--- config.mk ---
export PLATFORM = sky130hd
export DESIGN_NAME = rng_scroll_ctrl
export DESIGN_NICKNAME = d
export VERILOG_FILES = /design/src/rtl/rng_scroll_pkg.sv /design/src/rtl/rng_scroll_fifo.sv /design/src/rtl/rng_scroll_ctrl.sv
export SDC_FILE = /design/constraint.sdc
export NUM_CORES = 1
export LEC_CHECK = 0
export ABC_AREA = 1
export CAP_MARGIN = 20
export CORE_AREA = 2 2 102 153
export CTS_CLUSTER_DIAMETER = 120
export DETAILED_ROUTE_END_ITERATION = 16
export DIE_AREA = 0 0 104 155
export PLACE_DENSITY_LB_ADDON = 0.15
export REMOVE_ABC_BUFFERS = 1
export SETUP_SLACK_MARGIN = 0.3
export SLEW_MARGIN = 25
export SYNTH_ARGS = -nofsm -noshare
export SYNTH_HDL_FRONTEND = slang
export SYNTH_SLANG_ARGS = --single-unit
--- constraint.sdc ---
create_clock -name wb_clk_i -period 3.43 [get_ports wb_clk_i]
set_input_delay 0.686 -clock wb_clk_i [delete_from_list [all_inputs] [get_ports wb_clk_i]]
set_output_delay 0.686 -clock wb_clk_i [all_outputs]
set_load 0.01 [all_outputs]
--- src/rtl/rng_scroll_pkg.sv ---
// rtl/rng_scroll_pkg.sv - shared types and constants for the chaos-core RNG scroll controller
package rng_scroll_pkg;

    typedef enum logic [1:0] {
        IDLE = 2'd0,
        SEED = 2'd1,
        WARM = 2'd2,
        RUN  = 2'd3
    } state_t;

    localparam int HEALTH_REPEAT  = 8;
    localparam int DEF_FIFO_DEPTH = 4;
    localparam int DEF_WARM_W     = 16;

endpackage

--- src/rtl/rng_scroll_fifo.sv ---
// rtl/rng_scroll_fifo.sv - synchronous show-ahead FIFO with occupancy count and flush
module rng_scroll_fifo #(
    parameter int DEPTH = 4,
    parameter int W     = 32
) (
    input  logic                   wb_clk_i,
    input  logic                   rst,
    input  logic                   flush,
    input  logic                   push,
    input  logic [W-1:0]           push_data,
    input  logic                   pop,
    output logic [W-1:0]           head,
    output logic [$clog2(DEPTH):0] count
);

    localparam int AW = $clog2(DEPTH);
    localparam logic [AW:0] FULL = (AW+1)'(DEPTH);

    logic [W-1:0]  mem [DEPTH];
    logic [AW-1:0] wr_ptr;
    logic [AW-1:0] rd_ptr;
    logic          do_push;
    logic          do_pop;

    assign do_push = push && (count != FULL);
    assign do_pop  = pop && (count != '0);
    assign head    = (count != '0) ? mem[rd_ptr] : '0;

    // storage write; contents need no reset because count gates visibility
    always_ff @(posedge wb_clk_i) begin
        if (do_push && !flush) begin
            mem[wr_ptr] <= push_data;
        end
    end

    // pointers wrap naturally at the power-of-two depth; flush empties in one edge
    always_ff @(posedge wb_clk_i) begin
        if (rst || flush) begin
            wr_ptr <= '0;
            rd_ptr <= '0;
            count  <= '0;
        end else begin
            if (do_push) wr_ptr <= wr_ptr + 1'b1;
            if (do_pop)  rd_ptr <= rd_ptr + 1'b1;
            case ({do_push, do_pop})
                2'b10:   count <= count + 1'b1;
                2'b01:   count <= count - 1'b1;
                default: count <= count;
            endcase
        end
    end

endmodule

--- src/rtl/rng_scroll_ctrl.sv ---
// rtl/rng_scroll_ctrl.sv - seed/warm-up/run sequencer for a chaos-core RNG; RNG_SCROLL_CTRL_HEALTH_EN adds a stuck-output detector
import rng_scroll_pkg::*;

module rng_scroll_ctrl #(
    parameter int FIFO_DEPTH = DEF_FIFO_DEPTH,
    parameter int WARM_W     = DEF_WARM_W
) (
    input  logic              wb_clk_i,
    input  logic              rst,
    input  logic              start,
    input  logic              stop,
    input  logic              reseed,
    input  logic [WARM_W-1:0] warm_cycles,
    input  logic [31:0]       core_x,
    input  logic [31:0]       core_y,
    input  logic [31:0]       core_z,
    output logic              core_rst,
    output logic              core_step,
    output logic              rnd_valid,
    input  logic              rnd_ready,
    output logic [31:0]       rnd_data,
    output logic              busy,
    output logic [1:0]        state,
    output logic              health_err
);

    localparam int CW = $clog2(FIFO_DEPTH) + 1;

    state_t            state_q;
    state_t            state_d;
    logic [WARM_W-1:0] warm_cnt;
    logic [CW-1:0]     fifo_count;
    logic              step_d;
    logic [31:0]       mix_word;
    logic              health_trip;
    logic              reseed_go;
    logic              flush;

    assign mix_word  = core_x ^ core_y ^ core_z;
    assign reseed_go = (reseed || health_trip) && (state_q != IDLE);
    assign flush     = reseed_go && !stop && !rst;
    assign busy      = (state_q != IDLE);
    assign state     = state_q;
    assign core_rst  = (state_q == SEED) && !rst;
    assign rnd_valid = (fifo_count != '0);

    // next state and step request; stop beats reseed, both cancel stepping at once
    always_comb begin
        state_d   = state_q;
        core_step = 1'b0;
        case (state_q)
            IDLE: if (start) state_d = SEED;
            SEED: state_d = (warm_cycles == '0) ? RUN : WARM;
            WARM: begin
                core_step = 1'b1;
                if (warm_cnt <= WARM_W'(1)) state_d = RUN;
            end
            RUN: core_step = (fifo_count + CW'(step_d)) < CW'(FIFO_DEPTH);
            default: state_d = IDLE;
        endcase
        if (stop) begin
            state_d   = IDLE;
            core_step = 1'b0;
        end else if (reseed_go) begin
            state_d   = SEED;
            core_step = 1'b0;
        end
        if (rst) core_step = 1'b0;
    end

    // state register
    always_ff @(posedge wb_clk_i) begin
        if (rst) state_q <= IDLE;
        else     state_q <= state_d;
    end

    // warm-up counter loads while seeding and saturates at zero
    always_ff @(posedge wb_clk_i) begin
        if (rst) begin
            warm_cnt <= '0;
        end else if (state_q == SEED) begin
            warm_cnt <= warm_cycles;
        end else if (state_q == WARM && warm_cnt != '0) begin
            warm_cnt <= warm_cnt - 1'b1;
        end
    end

    // a RUN step's result is visible on the core one cycle later, so remember it
    always_ff @(posedge wb_clk_i) begin
        if (rst || flush) step_d <= 1'b0;
        else              step_d <= core_step && (state_q == RUN);
    end

    rng_scroll_fifo #(
        .DEPTH (FIFO_DEPTH),
        .W     (32)
    ) u_fifo (
        .wb_clk_i  (wb_clk_i),
        .rst       (rst),
        .flush     (flush),
        .push      (step_d),
        .push_data (mix_word),
        .pop       (rnd_valid && rnd_ready),
        .head      (rnd_data),
        .count     (fifo_count)
    );

`ifdef RNG_SCROLL_CTRL_HEALTH_EN
    logic [31:0] last_word;
    logic [3:0]  rep_cnt;
    logic        health_q;

    assign health_err = health_q;

    // trip on the push that completes a run of identical words
    always_comb begin
        health_trip = step_d && (rep_cnt == 4'(HEALTH_REPEAT - 1)) && (mix_word == last_word);
    end

    // run-length tracker of pushed words; sticky error flag
    always_ff @(posedge wb_clk_i) begin
        if (rst) begin
            last_word <= '0;
            rep_cnt   <= '0;
            health_q  <= 1'b0;
        end else begin
            if (health_trip) health_q <= 1'b1;
            if (state_q == SEED) begin
                rep_cnt <= '0;
            end else if (step_d) begin
                last_word <= mix_word;
                if (rep_cnt != '0 && mix_word == last_word) begin
                    if (rep_cnt != 4'(HEALTH_REPEAT)) rep_cnt <= rep_cnt + 1'b1;
                end else begin
                    rep_cnt <= 4'd1;
                end
            end
        end
    end
`else
    assign health_trip = 1'b0;
    assign health_err  = 1'b0;
`endif

endmodule

==> run metrics <==
Sink Count=156; library cell used as clock root buffer=sky130_fd_sc_hd__clkbuf_16; EDFF count, synth=128; residual antenna-violating net count after detailed routing=0; H-Tree Level Count=4; syn avg cell area=9.873 sq um; grt total ovfl=0; total of hold buffers inserted after clock tree synthesis=0; global-route wire length before repair=27,420 um; CORE AREA=14,860 sq um; total power after layout=4930 uW; final-report setup violation count=0; drt initial violations=230; Die Area=16,120 sq um; setup repair after global routing missed its margin=yes; crit path DAT=2.43 ns; worst vdd rail ir drop=0.3461 mV; delay contributed by the slowest stage of the critical path=0.65 ns; share of the synthesized area in the top cell type=51.70%; proportion of synthesized flip-flops having asynchronous set or reset=0%; Port-buffer cells=155; final critical-path required period=3.114 ns; launching element type of the critical path=register; number of remaining DRC errors=0; detailed-routing iteration count for the pre-antenna-repair pass=5; CP Capture Type=primary output; worst min-delay path class=register to register; Max Fclk=321.1 MHz; number of vias per cell=5.078; max-capacitance violation count=0; Die Span Y=155 um; Clock Latency Late Sink=0.42 ns; post-synthesis instance total=753; Initial Util=50.02%; Max clock buf depth=2; Static Leakage=0.003520 uW; # nets final=1,044; via count of the first global-routing pass=5,807; headroom to the max-slew limit=39.80%; number of warnings printed during yosys synthesis=0; IO Pins=157; Worst-path clk slew=0.06 ns; library cell occupying the most area in the post-synthesis netlist=sky130_fd_sc_hd__edfxtp_1; die extent in x=104 um; placed insts=1,093; critical path class=register to primary output; maximum number of pins on one net before global-route repair=35; hpwl dp=11,800 um; sequence of cells on the critical path=inv_1 -> buf_4 -> nor2_1 -> o21ai_0 -> a21oi_1 -> clkdlybuf4s50_1; Buf+Inv Stages, Crit Path=3; Synth area leaders=sky130_fd_sc_hd__edfxtp_1, sky130_fd_sc_hd__nor2_1, sky130_fd_sc_hd__xnor2_1; Final Hold Violating Endpoints=0; register area share after synthesis=59.24%; post-synthesis instance area=7435 sq um; CP max FO=23; main flop type after synthesis=sky130_fd_sc_hd__edfxtp_1; antenna violations before repair=0; weighted congestion reported at the end of routability-driven placement=0.8462; Pwr Density=500.6 nW/um^2; endpoint required time on the critical path=2.74 ns; Via Count=5,713; crit-path leading delay family=buffers and inverters; proportion of layout cells with a drive suffix above 1=6.803%; total length of routed wires=17,040 um; Syn-to-layout area delta=32.46%; share of the clock period used by the worst path=90.80%; number of buffers inserted during clock tree synthesis=17; overall fraction of global-route tracks in use=21.65%; number of synthesized register bits=156; clock tree from TritonCTS=built; Rows=55; Max Transition Viols Final=0; final standard cell count with taps included and fillers excluded=1,125; outcome=complete, no violations; critical path's slowest cell=sky130_fd_sc_hd__inv_1; Antenna Cells=0; sum of negative setup slack=0 ns; average detailed-routed wire length per instance=15.14 um; post-synth cell types=38; worst clock skew=0.01068 ns; filler cell count=1,202; Worst-Margin Slew=0.9020 ns
==> flip-flops by register name (all words and copies together) (netlist names), named ones only <==
name	cells
u_fifo.rd_ptr	2
step_d	1
u_fifo.wr_ptr	2
state	2
u_fifo.count	3
warm_cnt	16
u_fifo.mem	128
==> layout make-up <==
class | count | area [sq um] | area share [%]
tap | 199 | 249.0 | 2.528
sequential | 156 | 4408 | 44.76
inverter | 46 | 172.7 | 1.753
multi-input combinational | 521 | 2763 | 28.05
clock inverter | 15 | 155.1 | 1.575
clock buffer | 17 | 425.4 | 4.320
timing repair buffer | 171 | 1675 | 17.01
==> kinds of logic (layout without fill, tap and decap cells) <==
family,after synthesis,after routing,synth area share (%)
compound gates,139,139,9.610
simple gates,295,295,16.12
xor+xnor,73,73,8.600
buf+inv,76,249,4.090
flops,156,156,59.24
fa+ha+maj,13,13,2.289
other cells,1,1,0.05044
==> cell usage in the layout (no fill, tap or decap), types with 2 or more instances in the layout <==
| cell type | instances |
|---|---|
| sky130_fd_sc_hd__clkinv_1 | 3 |
| sky130_fd_sc_hd__nand4_1 | 2 |
| sky130_fd_sc_hd__a21oi_1 | 57 |
| sky130_fd_sc_hd__nand3b_1 | 2 |
| sky130_fd_sc_hd__nor2_2 | 4 |
| sky130_fd_sc_hd__buf_4 | 15 |
| sky130_fd_sc_hd__clkinvlp_4 | 2 |
| sky130_fd_sc_hd__xnor2_1 | 70 |
| sky130_fd_sc_hd__nor2_4 | 5 |
| sky130_fd_sc_hd__xor2_1 | 3 |
| sky130_fd_sc_hd__or2_2 | 2 |
| sky130_fd_sc_hd__nor3b_1 | 3 |
| sky130_fd_sc_hd__o21bai_1 | 2 |
| sky130_fd_sc_hd__inv_8 | 4 |
| sky130_fd_sc_hd__o21ai_0 | 68 |
| sky130_fd_sc_hd__nand2_1 | 80 |
| sky130_fd_sc_hd__o21ai_1 | 6 |
| sky130_fd_sc_hd__clkbuf_16 | 17 |
| sky130_fd_sc_hd__edfxtp_1 | 128 |
| sky130_fd_sc_hd__inv_6 | 4 |
| sky130_fd_sc_hd__nand2_4 | 2 |
| sky130_fd_sc_hd__nand3_1 | 14 |
| sky130_fd_sc_hd__inv_1 | 43 |
| sky130_fd_sc_hd__ha_1 | 12 |
| sky130_fd_sc_hd__dfxtp_1 | 27 |
| sky130_fd_sc_hd__nor2_1 | 176 |
| sky130_fd_sc_hd__clkinv_4 | 3 |
| sky130_fd_sc_hd__nor3_1 | 3 |
| sky130_fd_sc_hd__clkdlybuf4s50_1 | 155 |
==> synthesized netlist by cell type, types with 2 or more instances <==
cell type	instances
sky130_fd_sc_hd__nor3b_1	3
sky130_fd_sc_hd__buf_2	6
sky130_fd_sc_hd__dfxtp_1	28
sky130_fd_sc_hd__nor2_2	4
sky130_fd_sc_hd__o21bai_1	2
sky130_fd_sc_hd__o21ai_0	68
sky130_fd_sc_hd__inv_1	43
sky130_fd_sc_hd__a21oi_1	57
sky130_fd_sc_hd__xnor2_1	70
sky130_fd_sc_hd__xor2_1	3
sky130_fd_sc_hd__o21ai_1	6
sky130_fd_sc_hd__buf_1	5
sky130_fd_sc_hd__nand3b_1	2
sky130_fd_sc_hd__edfxtp_1	128
sky130_fd_sc_hd__nor3_1	3
sky130_fd_sc_hd__nand2_1	80
sky130_fd_sc_hd__nor2_1	180
sky130_fd_sc_hd__or2_2	2
sky130_fd_sc_hd__ha_1	12
sky130_fd_sc_hd__nand4_1	2
sky130_fd_sc_hd__clkinv_1	2
sky130_fd_sc_hd__nand3_1	14
sky130_fd_sc_hd__nand2_4	2
sky130_fd_sc_hd__clkbuf_1	17
==> worst min-delay path, stage by stage, from the launching register on <==
cell and delay, ns:
sky130_fd_sc_hd__dfxtp_1 0.34, sky130_fd_sc_hd__nand2_1 0.07, sky130_fd_sc_hd__a21oi_1 0.05
==> power by group <==
part / switching [uW] / internal (uW)
logic: 503 / 421
clock network: 795 / 1030
registers: 50.2 / 2130
==> path summary, 6_finish.rpt <==
path / start / to / slack (ns) / depth (start not counted)
setup / recovery: register / rnd_data[25] / 0.32 / 6
hold / removal: u_fifo.wr_ptr[0]$_SDFFE_PP0P_ / u_fifo.wr_ptr[0]$_SDFFE_PP0P_ / 0.51 / 2
setup reg to reg: u_fifo.count[0]$_SDFFE_PP0P_ / u_fifo.count[2]$_SDFFE_PP0P_ / 1.21 / 10
hold reg to reg: u_fifo.wr_ptr[0]$_SDFFE_PP0P_ / u_fifo.wr_ptr[0]$_SDFFE_PP0P_ / 0.51 / 2
==> metrics by stage <==
stage	instance area (sq um)	hold WS [ns]	util [%]	setup slack [ns]
detailed placement	9261	0.5025	62.31	0.6664
CTS	9844	0.5126	66.23	0.2768
finish	9848	0.5111	66.25	0.3157
floorplan	7303	0.4707	-	-0.3400
global route	9848	0.5531	66.25	0.1877
global placement	9261	0.4834	62.31	0.6906
==> repair_timing <==
| action | CTS | global route |
|---|---|---|
| resized for setup | 1 | 1 |
| buffers inserted | 0 | 0 |
| endpoints found under the setup margin | 2 | 11 |
| cloned | 0 | 0 |
| endpoints found under the hold margin | 0 | 0 |
==> per-layer routing <==
layer | vias up | GRT usage [%] | share of wire, %
met4 | 0 | 6.499 | 0.89
met1 | 2699 | 21.96 | 36
li1 | 2842 | - | -
met5 | - | 0 | 0
met2 | 159 | 43.58 | 58
met3 | 13 | 4.650 | 5.2
No activity file was read; power rests on OpenSTA's default activity.
